`src/rtl/matrix_framebuffer.sv`:
```
// matrix_framebuffer: 8x8 RGB pixel store for an LED matrix driver.
//
// Optional feature macro: MATRIX_FB_DOUBLE_BUFFER_EN
//   defined   : two banks; writes/clears go to the back bank, reads come from
//               the front bank, and swaps are taken on frame boundaries.
//   undefined : one bank; writes/clears go to the displayed bank, front_bank
//               stays 0, and the swap_req/frame_done/swap_ack handshake still
//               runs without toggling anything.
//
// Ports
//   clk, reset            : clock, synchronous active-high reset
//   wr_en/wr_x/wr_y/wr_rgb: pixel write, accepted when wr_ready=1
//   wr_ready              : ~clear_busy
//   clear_req, clear_busy : back-bank clear, one row per cycle for 8 cycles
//   swap_req, swap_pending: swap request and its pending flag
//   swap_ack              : one-cycle pulse, high in the first cycle of the new front bank
//   frame_done            : frame boundary from the driver
//   rd_row                : row to read, data appears one cycle later
//   rd_red/green/blue     : front-bank row data, bit i = column i
//   front_bank            : index of the displayed bank
module matrix_framebuffer (
    input  logic       clk,
    input  logic       reset,
    input  logic       wr_en,
    input  logic [2:0] wr_x,
    input  logic [2:0] wr_y,
    input  logic [2:0] wr_rgb,
    output logic       wr_ready,
    input  logic       clear_req,
    output logic       clear_busy,
    input  logic       swap_req,
    output logic       swap_pending,
    output logic       swap_ack,
    input  logic       frame_done,
    input  logic [2:0] rd_row,
    output logic [7:0] rd_red,
    output logic [7:0] rd_green,
    output logic [7:0] rd_blue,
    output logic       front_bank
);

    typedef enum logic {
        CLR_IDLE,
        CLR_BUSY
    } clr_state_e;

    clr_state_e clr_state_q, clr_state_d;
    logic [2:0] clr_row_q, clr_row_d;
    logic       swap_pending_q, swap_pending_d;
    logic       swap_ack_q, swap_ack_d;
    logic       front_q, front_d;
    logic       back_bank;
    logic       busy;
    logic       do_swap;

    logic [7:0] red_q   [2][8];
    logic [7:0] green_q [2][8];
    logic [7:0] blue_q  [2][8];
    logic [7:0] rd_red_q, rd_green_q, rd_blue_q;

    assign busy = (clr_state_q == CLR_BUSY);

    // Clear sequencer: walks rows 0..7, one per cycle.
    always_comb begin
        clr_state_d = clr_state_q;
        clr_row_d   = clr_row_q;
        case (clr_state_q)
            CLR_IDLE: begin
                if (clear_req) begin
                    clr_state_d = CLR_BUSY;
                    clr_row_d   = '0;
                end
            end
            CLR_BUSY: begin
                clr_row_d = clr_row_q + 3'd1;
                if (clr_row_q == 3'd7) begin
                    clr_state_d = CLR_IDLE;
                end
            end
            default: clr_state_d = CLR_IDLE;
        endcase
    end

    // A swap is never taken mid-clear, so the back bank is stable for the
    // whole clear; a clear started in the swap cycle therefore lands on the
    // post-swap back bank.
    always_comb begin
        do_swap        = frame_done && (swap_pending_q || swap_req) && !busy;
        swap_pending_d = do_swap ? 1'b0 : (swap_pending_q || swap_req);
        swap_ack_d     = do_swap;
`ifdef MATRIX_FB_DOUBLE_BUFFER_EN
        front_d   = front_q ^ do_swap;
        back_bank = ~front_q;
`else
        front_d   = 1'b0;
        back_bank = front_q;
`endif
    end

    always_ff @(posedge clk) begin
        if (reset) begin
            clr_state_q    <= CLR_IDLE;
            clr_row_q      <= '0;
            swap_pending_q <= 1'b0;
            swap_ack_q     <= 1'b0;
            front_q        <= 1'b0;
            rd_red_q       <= '0;
            rd_green_q     <= '0;
            rd_blue_q      <= '0;
            red_q          <= '{default: '0};
            green_q        <= '{default: '0};
            blue_q         <= '{default: '0};
        end else begin
            clr_state_q    <= clr_state_d;
            clr_row_q      <= clr_row_d;
            swap_pending_q <= swap_pending_d;
            swap_ack_q     <= swap_ack_d;
            front_q        <= front_d;

            if (wr_en && !busy) begin
                red_q  [back_bank][wr_y][wr_x] <= wr_rgb[2];
                green_q[back_bank][wr_y][wr_x] <= wr_rgb[1];
                blue_q [back_bank][wr_y][wr_x] <= wr_rgb[0];
            end
            if (busy) begin
                red_q  [back_bank][clr_row_q] <= '0;
                green_q[back_bank][clr_row_q] <= '0;
                blue_q [back_bank][clr_row_q] <= '0;
            end

            rd_red_q   <= red_q  [front_q][rd_row];
            rd_green_q <= green_q[front_q][rd_row];
            rd_blue_q  <= blue_q [front_q][rd_row];
        end
    end

    assign wr_ready     = ~busy;
    assign clear_busy   = busy;
    assign swap_pending = swap_pending_q;
    assign swap_ack     = swap_ack_q;
    assign front_bank   = front_q;
    assign rd_red       = rd_red_q;
    assign rd_green     = rd_green_q;
    assign rd_blue      = rd_blue_q;

endmodule

```
`config.mk`:
```
export PLATFORM = sky130hd
export DESIGN_NAME = matrix_framebuffer
export DESIGN_NICKNAME = d
export VERILOG_FILES = /design/src/rtl/matrix_framebuffer.sv
export SDC_FILE = /design/constraint.sdc
export NUM_CORES = 1
export LEC_CHECK = 0
export CAP_MARGIN = 25
export CORE_ASPECT_RATIO = 1.4
export CORE_MARGIN = 4
export CORE_UTILIZATION = 38
export DETAILED_ROUTE_END_ITERATION = 12
export GPL_TIMING_DRIVEN = 0
export PLACE_DENSITY = 0.57
export SLEW_MARGIN = 20
export SYNTH_ARGS = -nofsm -noshare
export SYNTH_HDL_FRONTEND = slang
export SYNTH_SLANG_ARGS = --single-unit
```
`constraint.sdc`:
```
create_clock -name clk -period 4.2 [get_ports clk]
set_input_delay 0.84 -clock clk [delete_from_list [all_inputs] [get_ports clk]]
set_output_delay 0.84 -clock clk [all_outputs]
set_load 0.05 [all_outputs]
```
# Yosys cells after proc, flatten, opt, wreduce, memory -nomap -nowiden
# Cells that the tools add are included.
# word_totals
register_bits	414
in_bits	18
out_inout_bits	29
elab_cells	114
# op_classes
addsub	1
order_cmp	7
eq_ne	2
mux	32
n_bitwise	8
reduce_logical	9
# ops
op	count
$mux W128	9
$and A128 B128 Y128	3
$bwmux W128	3
$not A128 Y128	1
$bmux W8 S3	3
$mux W8	8
$demux W8 S3	2
$ge A4 B4 Y1 const B	3
$not A3 Y4	3
$lt A4 B1 Y1 const B	2
$logic_and A1 B1 Y1	6
$pmux W3 S2	1
$lt A3 B4 Y1 const B	1
$add A3 B1 Y3 const B	1
$demux W1 S3	1
$eq A3 B3 Y1 const B	1
$ge A3 B1 Y1 const B	1
$mux W1	3
$mux W3	1
$ne A2 B1 Y1 const B	1
$pmux W1 S2	1
$reduce_or A2 Y1	1
$logic_not A1 Y1	1
$logic_or A1 B1 Y1	1
$not A1 Y1	1

# Logic depth before layout (Yosys ltp)
# logic_depth
ltp_word	11
mapped_depth	7
ltp_nobuf	4

# Worst setup path after synthesis
# No wires, ideal clock.
# synth_path
kind	register to output
start	reg clr_state_q, in the netlist clear_busy
end	out wr_ready
arrival_ns	1.356
required_ns	3.360
slack_ns	2.004
path_stages_with_launch	5
path_buffers	3
path_cell_list	dfxtp_1 -> buf_6 -> buf_4 -> buf_4 -> inv_1
# synth_between
elab_chain_len	1
# synth_lines
element	line_no	source
from (decl)	47	clr_state_e clr_state_q, clr_state_d;
from (signal assigned)	114	clr_state_q <= clr_state_d;
$not A1 Y1	n/a	
to (decl)	28	output logic wr_ready,
# No other way between the ends.

# Final worst setup path
# Ends and elaborated chain as after synthesis.

==> impl_results.md <==
* Fin crit share at 0.7387
* Post-synth top area cell: dfxtp_1
* Clock power share at 0.463
* Number of diodes at 0
* GP Congestion at 0.9636
* Largest net degree at the start of global routing at 14
* All-Layer GR Usage at 0.2783
* Max Slew Vio Count at 0
* Number of buffers added on ports at 39
* Sw power at 1.277 mW
* Status: complete, no violations
* Leading cell types in the layout, fill and taps excluded: 222 x dfxtp_1, 195 x a21oi_1, 192 x nand3_1
* Worst Tran Pin Value at 0.9357 ns
* Initial DRT Pass Iterations at 6
* Syn Inst Count at 1115
* Util after Layout at 0.4470
* Area Growth Syn to Fin at 15.97%
* Worst Path Required at 3.36 ns
* WS Path Type: reg2out
* Worst skew pair latency at 0.56 ns
* Multi-input gate area in the final layout at 0.005121 mm2
* Count of non-filler cells in the finished layout at 1560
* Post-Place Cells at 1519
* Rel. slew slack at 0.3762
* Synth cell types at 37
* Cts bufs inserted at 25
* Total Wirelength at 42.84 mm
* Post-cts repair resize count at 0
* Vias/cell at 6.263
* Final hold viol count at 0
* Crit path max fanout at 10
* #FFs+latches synth at 222
* Slowest stage cell, crit path: clkdlybuf4s50_1
* Most area-consuming cells after synthesis: dfxtp_1 43%, mux4_2 10%, a21oi_1 9.4%, nand3_1 9.3%, o21ai_0 6.9%
* Setup bufs post-CTS at 0
* Initial DRC count at 909
* Peak VDD IR at 0.2996 mV
* First-pass GRT wire length at 62.45 mm
* Root Driver: clkbuf_16
* WHS at 0.4621 ns
* Cts hold-fix bufs at 0
* Setup TNS Final at 0 ns
* Reg area at 0.004444 mm2
* Final worst clock skew at 0.02169 ns
* Sequential share of power at 0.445
* Setup violations, final at 0
* Initial core utilization at 0.3854
* Hpwl dp at 30.20 mm
* Unrepaired setup endpoints after global routing: no
* Total power at 4.766 mW
* Sw Share at 0.2680
* Number of synthesized flops with an enable pin at 0
* CP Launch Type: register
* Share of Yosys cell area claimed by the top area cell type at 0.4284
* Die Span Y at 203.5 um
* Die area at 0.03005 mm2
* Max incr delay on CP at 0.80 ns
* Clock Tree Buf Depth at 3
* Vias after detailed routing at 9770
* TritonCTS clock tree: done
* Combinational share of power at 0.093
* Syn Nets at 1135
* GRT overflow at 0
* Commonest non-fill, non-tap cell in the layout: dfxtp_1
* Min cycle time layout at 3.103 ns
* Chip width at 147.7 um
* # IOs at 47
* Sequential share of the synthesized area at 0.4284
* CP cell instances: buf_6, buf_4, buf_4, inv_1, clkdlybuf4s50_1
* Number of fill cells at 2613
* Fraction of layout cells with a size suffix above 1 at 0.1791
* Synth async-reset ratio at 0
* Initial antenna violation count at 0
* CTS Sinks at 222
* Post-route setup slack at 1.097 ns
* Layout Cell Area excl Fill at 0.01203 mm2
* Ys Warns at 0
* Max cap viols at 0
* Fmax at 322.3 MHz
* NumNets Final at 1201
* Core ar. at 0.02692 mm2
* Cell Rows at 71
* Placed cell area at 0.01122 mm2
* Power density cells at 396.1 mW/mm2
* Worst-path clk slew at 0.06 ns
* Crit path DAT at 2.26 ns
* Final ANT Viol Nets at 0
* Synth Area per Inst at 9.305 um2
* Hold WC Path Type: reg2reg
* Vias in the first global route at 9622
* P_leak at 3.943 nW
* Crit. End Element: output port
* Detailed-route DRC error count at 0
* Crit path top cell by count: buf_4
* Int Power at 3.489 mW
* Main flop type after synthesis: dfxtp_1
* Mapped Area at 0.01037 mm2
* CTS H-tree depth at 1
* Setup WS pre-CTS at 0.8420 ns
* Detailed-route wire length per cell at 27.46 um
-- synthesized netlist by cell type (7+ instances only) --
master       n
mux4_2      48
buf_6       15
mux2i_1     25
nand4bb_1   10
nor2_1      29
buf_4       20
and4bb_2     7
buf_2       56
buf_1        7
nand3_1    192
o21ai_0    143
dfxtp_1    222
o21ai_2     13
clkbuf_1    46
o21ai_1     36
a21oi_1    195
-- path summary, 6_finish.rpt --
path | cells past startpoint | start | endpoint | slack (ns)
worst max-delay path | 5 | clear_busy | wr_ready | 1.10
worst min-delay path | 2 | red_q[92] | red_q[92] | 0.46
worst max register to register | 5 | clear_busy | red_q[67] | 1.90
worst min register to register | 2 | red_q[92] | red_q[92] | 0.46
-- kinds of logic (layout without fill, tap and decap cells) --
family                   Yosys count  in the layout  share of synthesized area
AO/OA/AOI/OAI                    397            397                     0.1998
adder cells (fa/ha/maj)            2              2                   0.002412
buffers and inverters            147            227                    0.07803
flip-flops                       222            222                     0.4284
multiplexers                      73             73                     0.1283
other                              1              1                  0.0003614
AND/OR/NAND/NOR                  273            273                     0.1627
-- layout make-up --
cell class / count / share of cell area
flip-flops and latches: 222 / 0.3694
repair buffers: 39 / 0.03245
multi-input cells: 746 / 0.4256
clock inverters: 8 / 0.007800
plain buffers: 144 / 0.06635
clock buffers: 33 / 0.05948
well taps: 365 / 0.03796
inverters: 3 / 0.0009359
-- power by group through the flow --
stage          clock (mW)  combinational [mW]  sequential, mW
4_1_cts              2.21               0.429            2.12
3_5_place_dp            0               0.428            2.17
5_1_grt              2.30               0.450            2.12
3_3_place_gp            0               0.428            2.17
6_report             2.21               0.442            2.12
2_1_floorplan           0               0.240            2.17
-- metal layers --
layer,global-route usage,routed length (um),up-vias
li1,-,-,4251
met5,0,0,-
met3,0.05512,3633,184
met1,0.3194,15560,4805
met4,0.1892,3297,0
met2,0.4666,20350,530
-- sequential cells by signal, summed over array words and instances (netlist names) --
register	count
clr_row_q	3
clear_busy	1
red_q	64
rd_red	8
swap_pending	1
rd_green	8
green_q	64
swap_ack	1
rd_blue	8
blue_q	64
-- critical path, delay by kind of cell (launching register included) --
| kind | cells | cell delay, ns |
|---|---|---|
| flops | 1 | 0.34 |
| buf+inv | 5 | 1.37 |
(Power assumes the default switching activity.)
